[src/rtl/nibble_serial_add_ctrl_pkg.sv]
// Shared definitions for the nibble-serial adder: FSM states, slice width
// and the operand-width legality rule.
package nibble_serial_add_ctrl_pkg;

  typedef enum logic [1:0] {
    IDLE = 2'd0,
    RUN  = 2'd1,
    DONE = 2'd2
  } state_e;

  localparam int NIB_W = 4;

  // Operand width must be whole nibbles and at least two passes long.
  function automatic bit width_legal(input int w);
    return (w % NIB_W == 0) && (w >= 8) && (w <= 64);
  endfunction

endpackage

[src/rtl/nibble_serial_add_ctrl_slice.sv]
// Combinational 4-bit carry-lookahead slice; c3 is the carry into bit 3,
// which the controller needs for two's-complement overflow on the top nibble.
module cla_nibble_slice (
  input  logic [3:0] a,
  input  logic [3:0] b,
  input  logic       ci,
  output logic [3:0] s,
  output logic       co,
  output logic       c3
);

  logic [3:0] g;
  logic [3:0] p;
  logic [4:0] c;

  assign g = a & b;
  assign p = a ^ b;

  assign c[0] = ci;
  assign c[1] = g[0] | (p[0] & ci);
  assign c[2] = g[1] | (p[1] & g[0]) | (p[1] & p[0] & ci);
  assign c[3] = g[2] | (p[2] & g[1]) | (p[2] & p[1] & g[0])
              | (p[2] & p[1] & p[0] & ci);
  assign c[4] = g[3] | (p[3] & g[2]) | (p[3] & p[2] & g[1])
              | (p[3] & p[2] & p[1] & g[0]) | (p[3] & p[2] & p[1] & p[0] & ci);

  assign s  = p ^ c[3:0];
  assign co = c[4];
  assign c3 = c[3];

endmodule

[src/rtl/nibble_serial_add_ctrl.sv]
// Nibble-serial adder: one CLA slice reused over WIDTH/4 passes.
// Define NIBBLE_SERIAL_ADD_CTRL_SUB_EN to add the sub port (A - B).
module nibble_serial_add_ctrl
  import nibble_serial_add_ctrl_pkg::*;
#(
  parameter int WIDTH = 16
) (
  input  logic             clk,
  input  logic             rst,
  input  logic             in_valid,
  output logic             in_ready,
  input  logic [WIDTH-1:0] a,
  input  logic [WIDTH-1:0] b,
  input  logic             cin,
`ifdef NIBBLE_SERIAL_ADD_CTRL_SUB_EN
  input  logic             sub,
`endif
  output logic             out_valid,
  input  logic             out_ready,
  output logic [WIDTH-1:0] sum,
  output logic             cout,
  output logic             ovf
);

  localparam int NIB   = WIDTH / NIB_W;
  localparam int IDX_W = $clog2(NIB);

  if (!width_legal(WIDTH)) begin : g_bad_width
    $error("nibble_serial_add_ctrl: illegal WIDTH %0d", WIDTH);
  end

  // Handshake: a transfer happens on a rising edge where valid && ready.
  // in_ready is high only in IDLE, out_valid only in DONE, so a result
  // handshake and a new acceptance can never share an edge.

  state_e             state_q, state_d;
  logic [IDX_W-1:0]   idx_q, idx_d;
  logic [WIDTH-1:0]   a_q, a_d, b_q, b_d, sum_q, sum_d;
  logic               carry_q, carry_d, cout_q, cout_d, ovf_q, ovf_d;
  logic [WIDTH-1:0]   b_eff;
  logic               cin_eff;
  logic [3:0]         slice_s;
  logic               slice_co, slice_c3;
  logic               last_pass;

`ifdef NIBBLE_SERIAL_ADD_CTRL_SUB_EN
  assign b_eff   = sub ? ~b : b;
  assign cin_eff = sub ? 1'b1 : cin;
`else
  assign b_eff   = b;
  assign cin_eff = cin;
`endif

  assign last_pass = (idx_q == IDX_W'(NIB - 1));

  cla_nibble_slice u_slice (
    .a  (a_q[idx_q*NIB_W +: NIB_W]),
    .b  (b_q[idx_q*NIB_W +: NIB_W]),
    .ci (carry_q),
    .s  (slice_s),
    .co (slice_co),
    .c3 (slice_c3)
  );

  always_ff @(posedge clk) begin
    if (rst) state_q <= IDLE;
    else     state_q <= state_d;
  end

  always_comb begin
    state_d = state_q;
    case (state_q)
      IDLE:    if (in_valid)  state_d = RUN;
      RUN:     if (last_pass) state_d = DONE;
      DONE:    if (out_ready) state_d = IDLE;
      default: state_d = IDLE;
    endcase
  end

  always_comb begin
    in_ready  = (state_q == IDLE);
    out_valid = (state_q == DONE);
  end

  // The carry register is seeded with the operation's carry-in at acceptance,
  // so the first RUN pass needs no special case.
  always_comb begin
    a_d     = a_q;
    b_d     = b_q;
    carry_d = carry_q;
    idx_d   = idx_q;
    sum_d   = sum_q;
    cout_d  = cout_q;
    ovf_d   = ovf_q;
    case (state_q)
      IDLE: if (in_valid) begin
        a_d     = a;
        b_d     = b_eff;
        carry_d = cin_eff;
        idx_d   = '0;
      end
      RUN: begin
        sum_d[idx_q*NIB_W +: NIB_W] = slice_s;
        carry_d = slice_co;
        idx_d   = idx_q + IDX_W'(1);
        if (last_pass) begin
          cout_d = slice_co;
          ovf_d  = slice_c3 ^ slice_co;
        end
      end
      default: ;
    endcase
  end

  always_ff @(posedge clk) begin
    if (rst) begin
      a_q     <= '0;
      b_q     <= '0;
      carry_q <= 1'b0;
      idx_q   <= '0;
      sum_q   <= '0;
      cout_q  <= 1'b0;
      ovf_q   <= 1'b0;
    end else begin
      a_q     <= a_d;
      b_q     <= b_d;
      carry_q <= carry_d;
      idx_q   <= idx_d;
      sum_q   <= sum_d;
      cout_q  <= cout_d;
      ovf_q   <= ovf_d;
    end
  end

  assign sum  = sum_q;
  assign cout = cout_q;
  assign ovf  = ovf_q;

endmodule

[config.mk]
export PLATFORM = sky130hd
export DESIGN_NAME = nibble_serial_add_ctrl
export DESIGN_NICKNAME = d
export VERILOG_FILES = /design/src/rtl/nibble_serial_add_ctrl_pkg.sv /design/src/rtl/nibble_serial_add_ctrl_slice.sv /design/src/rtl/nibble_serial_add_ctrl.sv
export SDC_FILE = /design/constraint.sdc
export NUM_CORES = 1
export LEC_CHECK = 0
export ABC_AREA = 1
export ABC_CLOCK_PERIOD_IN_PS = 4590
export CORE_UTILIZATION = 40
export CTS_CLUSTER_SIZE = 14
export DETAILED_ROUTE_END_ITERATION = 12
export MAX_ROUTING_LAYER = met4
export PLACE_DENSITY_LB_ADDON = 0.08
export SETUP_SLACK_MARGIN = 0.02
export SYNTH_ARGS = -nofsm -noshare
export SYNTH_HDL_FRONTEND = slang
export SYNTH_HIERARCHICAL = 1
export SYNTH_SLANG_ARGS = --single-unit
[constraint.sdc]
create_clock -name clk -period 4.59 [get_ports clk]
set_input_delay 0.918 -clock clk [delete_from_list [all_inputs] [get_ports clk]]
set_output_delay 0.918 -clock clk [all_outputs]
set_load 0.005 [all_outputs]
Word-level counts from Yosys, hierarchy flattened
Cells that the tools add are included.
W data, S select, Z words.

word-level totals
  input bits = 37
  output and inout bits = 20
  bits in registers = 55

cells by class
  reduce and logical (&&, ||, !) cells = 6
  eq/ne operators = 6
  muxes and demuxes = 9
  add/subtract/negate cells = 2
  shifts and indexed selects = 4
  bitwise gates (word level) = 30

operators by type and width
  kind                       number
  $neg A4 Y34                1
  $shift A4 B34 Y16 const A  1
  $shiftx A4 B34 Y16         1
  $shiftx A16 B5 Y4          2
  $and A1 B1 Y1              16
  $bwmux W16                 1
  $or A1 B1 Y1               10
  $mux W2                    4
  $xor A4 B4 Y4              2
  $pmux W2 S3                1
  $reduce_and A2 Y1          3
  $and A4 B4 Y4              1
  $eq A2 B2 Y1 const B       2
  $ne A2 B2 Y1 const B       2
  $pmux W2 S2                1
  $reduce_and A3 Y1          1
  $add A2 B1 Y2 const B      1
  $eq A2 B1 Y1 const B       1
  $logic_not A2 Y1           1
  $ne A2 B1 Y1 const B       1
  $pmux W1 S2                1
  $reduce_bool A2 Y1         1
  $mux W1                    1
  $xor A1 B1 Y1              1

Longest topological paths before layout
  depth in word-level cells = 9
  mapped depth = 16
  mapped depth without buffers = 14

Hierarchy
The synthesis kept the hierarchy.

by module, submodules not included
  module                  cells each  instances  area each (um^2)  seq. area each (um^2)
  nibble_serial_add_ctrl  331         1          2,391.0           1,101.1
  cla_nibble_slice        31          1          193.9             0.0

Worst setup path after synthesis
Ideal clock, no wire load.

  path type = register to register
  from = reg idx_q[0]
  to = reg sum_q[7], in the netlist sum[7]
  arrival = 2,088 ps
  path slack = 2,432 ps
  cell stages (with the launch flop) = 15
  cell sequence = dfxtp_1 > buf_2 > inv_1 > buf_2 > nor2_1 > o22ai_1 > ha_1 > or2_1 > nand2_2 > nand3_1 > nand2_1 > nand2_1 > nor2_1 > nand2_1 > a21oi_1

between the ends
  cells in the longest elaborated chain, start to end = 9
  elaborated cells on any way between the ends = 24
  classes of those cells = add/sub (1); shift (4); mux (1); bitwise (18)

RTL lines
  element                                                RTL line                                                                text
  start, declared                                        nibble_serial_add_ctrl.sv:37                                            logic [IDX_W-1:0] idx_q, idx_d;
  start signal, assigned                                 nibble_serial_add_ctrl.sv:128                                           idx_q <= idx_d;
  $shiftx A16 B5 Y4, on equally long branches            nibble_serial_add_ctrl.sv:57, nibble_serial_add_ctrl.sv:58
  $xor A4 B4 Y4 / $and A4 B4 Y4 (equally long branches)  nibble_serial_add_ctrl_slice.sv:17, nibble_serial_add_ctrl_slice.sv:16
  $and A1 B1 Y1, on equally long branches                nibble_serial_add_ctrl_slice.sv:22, nibble_serial_add_ctrl_slice.sv:23
  $or A1 B1 Y1 (tied with other cells)                   nibble_serial_add_ctrl_slice.sv:22                                      assign c[3] = g[2] | (p[2] & g[1]) | (p[2] & p[1] & g[0])
  $or A1 B1 Y1 / $and A1 B1 Y1 (equally long branches)   nibble_serial_add_ctrl_slice.sv:22, nibble_serial_add_ctrl_slice.sv:23
  $or A1 B1 Y1                                           nibble_serial_add_ctrl_slice.sv:23                                      | (p[2] & p[1] & p[0] & ci);
  $xor A4 B4 Y4 (*)                                      nibble_serial_add_ctrl_slice.sv:27                                      assign s = p ^ c[3:0];
  named net slice_s[3]                                   nibble_serial_add_ctrl.sv:42                                            logic [3:0] slice_s;
  $shiftx A4 B34 Y16 (*)                                 nibble_serial_add_ctrl.sv:103                                           sum_d[idx_q*NIB_W +: NIB_W] = slice_s;
  $bwmux W16 (*)                                         nibble_serial_add_ctrl.sv:103
  end signal, assigned                                   nibble_serial_add_ctrl.sv:129                                           sum_q <= sum_d;
  end, declared                                          nibble_serial_add_ctrl.sv:38                                            logic [WIDTH-1:0] a_q, a_d, b_q, b_d, sum_q, sum_d;

Mark *: on every way through the listed nets, which the timed path passes. The rest lies on a longest branch.
A chain may end at the register's enable or synchronous reset.

Worst setup path in the final report
  from = reg idx_q[0]
  to = reg sum_q[7], in the netlist sum[7]

between the ends
  cells in the longest elaborated chain, start to end = 9
  elaborated cells on any way between the ends = 24
  classes of those cells = add/sub (1); shift (4); mux (1); bitwise (18)

RTL lines
  element                                                RTL line                                                                text
  $shiftx A16 B5 Y4, on equally long branches            nibble_serial_add_ctrl.sv:57, nibble_serial_add_ctrl.sv:58
  $xor A4 B4 Y4 / $and A4 B4 Y4 (equally long branches)  nibble_serial_add_ctrl_slice.sv:17, nibble_serial_add_ctrl_slice.sv:16
  $and A1 B1 Y1, on equally long branches                nibble_serial_add_ctrl_slice.sv:22, nibble_serial_add_ctrl_slice.sv:23
  $or A1 B1 Y1 (tied with other cells)                   nibble_serial_add_ctrl_slice.sv:22
  $or A1 B1 Y1 / $and A1 B1 Y1 (equally long branches)   nibble_serial_add_ctrl_slice.sv:22, nibble_serial_add_ctrl_slice.sv:23
  $or A1 B1 Y1 (*)                                       nibble_serial_add_ctrl_slice.sv:23
  named net slice_c3                                     nibble_serial_add_ctrl.sv:43                                            logic slice_co, slice_c3;
  $xor A4 B4 Y4 (*)                                      nibble_serial_add_ctrl_slice.sv:27
  named net slice_s[3]                                   nibble_serial_add_ctrl.sv:42
  $shiftx A4 B34 Y16 (*)                                 nibble_serial_add_ctrl.sv:103
  $bwmux W16 (*)                                         nibble_serial_add_ctrl.sv:103

Marked as above.

==> results by group <==
Worst setup path
  • Reg2Reg Setup Slack: 1.42 ns
  • Critical Path Sink Type: register
  • Worst Path Required: 4.82 ns
  • Worst r2r src: idx_q[0]$_SDFFE_PP0P_
  • CP Launch Type: register
  • Worst Reg2Reg Path Length in Cells: 14
  • Crit Path Class: register to register
  • Crit Path Max Fanout: 28
  • Critical Path AT: 3.40 ns
  • Reg2reg end: sum[7]$_SDFFE_PP0P_

Routing
  • Final Routed Wirelength: 5.81 mm
  • Iteration-0 DRC Markers: 137
  • Detail Route Antenna Nets: 0
  • Via count: 2368
  • Vias per std cell: 4.89
  • Wire per inst: 12.0 um
  • Drc violations: 0
  • Drt first pass iters: 4

Synthesis
  • Synth Area in Adders: 5.13%
  • Mux share of post-synthesis cell area: 0%
  • Syn avg cell area: 7.14 um2
  • Largest family of logic cells by synthesized area: simple AND/OR/NAND/NOR gates
  • Post-synth net total: 409
  • Cells after Synth: 362
  • Post-synth cell types: 24
  • Simple-gate area share of the yosys netlist: 28.2%
  • Post-synthesis compound-gate area fraction: 15.9%
  • Sequential-to-total area share from yosys stat: 42.6%
  • Synth Cell Area: 0.00258 mm2
  • Synth Area in XOR/XNOR: 0.678%
  • Post-synthesis register bit count: 55
  • Synth warn: 6

Cells and area
  • # fillers: 620
  • Fin cells: 484
  • Multi-input logic area: 0.00129 mm2
  • Share of cells above drive strength 1: 4.65%
  • Final nets: 455
  • Seq. cell area: 0.00110 mm2
  • Ant. Diodes: 0
  • Final core occ: 53.7%
  • Area Overhead vs Synth: 25.9%

Global route
  • Antenna violations before repair: 0
  • Gr ovfl total: 0
  • Largest net degree at the start of global routing: 39
  • Vias in the first global route: 2200
  • First-pass GRT wire length: 10.1 mm
  • Overall global routing resource usage: 19.9%

Timing
  • Clock skew: 0.00851 ns
  • Final-report setup violation count: 0
  • Final Max Slew Viols: 0
  • Slew headroom: 35.9%
  • Unrepaired setup endpoints after global routing: no
  • Final hold vios: 0
  • Final critical-path share of the clock period: 69.1%
  • Slew @ Worst Pin: 0.961 ns
  • Setup TNS: 0 ns
  • Period minus WS final: 3.17 ns
  • Highest Clock Rate: 315 MHz

Floorplanning
  • Initial Util: 42.7%
  • Die area: 0.00679 mm2
  • Top Ports: 57
  • Die X: 82.4 um
  • Area of the core: 0.00606 mm2
  • Num rows: 28
  • Die Height: 82.4 um

Worst hold path
  • Min-Delay Path Depth: 2
  • Hold WC Path Type: register to register
  • Worst hold start: sum[1]$_SDFFE_PP0P_
  • WHS Endpoint: sum[1]$_SDFFE_PP0P_

Power and ir drop
  • Cell Pwr Density: 332 mW/mm2
  • Reg power frac: 48.9%
  • Leak Pwr: 0.00133 uW
  • Max IR drop VDD: 0.000212 V
  • Tot Pwr: 1080 uW
  • Sw frac: 29.2%
  • Combinational Power Share: 21.4%
  • Internal: 767 uW
  • Clock share of power: 29.7%
  • Psw: 316 uW

Clock network
  • Clk pin slew, worst setup/hold paths: 0.10 ns
  • Setup Buffers After CTS: 0
  • Clk sinks: 55
  • Hold_buf cts: 0
  • Clock Latency Late Sink: 0.31 ns
  • Post-CTS resize count: 0
  • TritonCTS buffer count: 5
  • Root buffer cell: clkbuf_8
  • CTS max path bufs: 2
  • TritonCTS clock tree: built
  • CTS H-Tree Depth: 2

Flow run
  • Max cap viols: 0

Placed design
  • Placed Cells: 476
  • GPL Wtd Cong: 0.844
  • Port bufs: 56
  • Detailed Place HPWL: 3.98 mm

Outcome
  • Outcome: complete, no violations
==> area by class of cell <==
type | instances | area share, %
clock inverters | 3 | 1.35
inverters | 26 | 3.00
repair buffers | 56 | 17.2
multi-input cells | 264 | 39.6
well taps | 75 | 2.88
flip-flops and latches | 55 | 33.8
clock buffers | 5 | 2.11
==> worst max path at each step <==
| stage | from | endpoint | cells past startpoint |
|---|---|---|---|
| final | idx_q[0]$_SDFFE_PP0P_ | sum[7]$_SDFFE_PP0P_ | 14 |
| after global placement | idx_q[0]$_SDFFE_PP0P_ | sum[15]$_SDFFE_PP0P_ | 14 |
| after floorplan | idx_q[0]$_SDFFE_PP0P_ | sum[7]$_SDFFE_PP0P_ | 14 |
| after CTS | idx_q[0]$_SDFFE_PP0P_ | sum[7]$_SDFFE_PP0P_ | 14 |
| after global routing | idx_q[0]$_SDFFE_PP0P_ | sum[15]$_SDFFE_PP0P_ | 12 |
| after detailed placement | idx_q[0]$_SDFFE_PP0P_ | sum[15]$_SDFFE_PP0P_ | 14 |
==> power by group through the flow <==
stage	sequential [uW]	clock [uW]	combinational [uW]
2_1_floorplan	531	0	165
3_3_place_gp	541	0	228
3_5_place_dp	540	0	232
4_1_cts	529	331	233
5_1_grt	534	352	267
6_report	530	321	231
==> Yosys cell counts (all sizes together) <==
| master | count | area, um2 |
|---|---|---|
| nand2 | 56 | 228 |
| xnor2 | 1 | 8.76 |
| inv | 26 | 97.6 |
| o22ai | 8 | 50.1 |
| fa | 1 | 20.0 |
| or2 | 1 | 6.26 |
| clkbuf | 7 | 27.5 |
| nand4 | 10 | 62.6 |
| buf | 10 | 68.8 |
| dfxtp | 55 | 1100 |
| a21oi | 21 | 105 |
| nand3 | 7 | 40.0 |
| ha | 9 | 113 |
| nor2 | 98 | 393 |
| xor2 | 1 | 8.76 |
| o21ai | 51 | 255 |
==> metal layers <==
layer / global-route usage [%] / vias to the layer above / routed length [um]
li1: - / 1270 / -
met1: 26.4 / 1046 / 3020
met3: 3.41 / 5 / 244
met4: 5.44 / 0 / 59
met5: - / - / 0
met2: 31.2 / 47 / 2480
==> kinds of logic (layout without fill, tap and decap cells) <==
group / Yosys count / count (layout)
and+or+nand+nor: 172 / 172
AOI/OAI and AO/OA: 80 / 80
adders and majority gates: 10 / 10
xor gates and xnor gates: 2 / 2
buffers and inverters: 43 / 90
DFF: 55 / 55
==> critical path, stage by stage, from the launching register on <==
cell and delay, ns:
dfxtp_1 0.78, inv_1 0.58, o21ai_0 0.30, o22ai_1 0.12
ha_1 0.37, nand2_1 0.12, nand2_1 0.10, nand2_2 0.06
nand2_2 0.09, nand2_2 0.05, nand2_1 0.13, nand2_1 0.07
nor2_1 0.13, nand2_1 0.08, a21oi_1 0.12
==> placed cells by master, fill, tap and decap left out, types with 8 or more instances in the layout <==
cell type,n
nand2_1,51
dfxtp_1,55
inv_1,25
nor2_1,94
clkdlybuf4s50_1,56
o21ai_0,51
nand4_1,10
a21oi_1,21
o22ai_1,8
ha_1,9
==> state kept, by name, summed over array words and instances, names as in the netlist <==
signal and cells:
a_q 16, b_q 16, sum 16, idx_q 2, state_q 2, carry_q 1, cout 1, ovf 1
==> through the flow <==
| step | hold WS [ns] | cell area, um2 | setup slack (ns) |
|---|---|---|---|
| 6_report | 0.471 | 3260 | 1.42 |
| 5_1_grt | 0.488 | 3260 | 0.985 |
| 2_1_floorplan | 0.449 | 2580 | 2.43 |
| 3_5_place_dp | 0.458 | 3140 | 1.43 |
| 3_3_place_gp | 0.456 | 3140 | 1.50 |
| 4_1_cts | 0.473 | 3260 | 1.44 |
(Power assumes the default switching activity.)
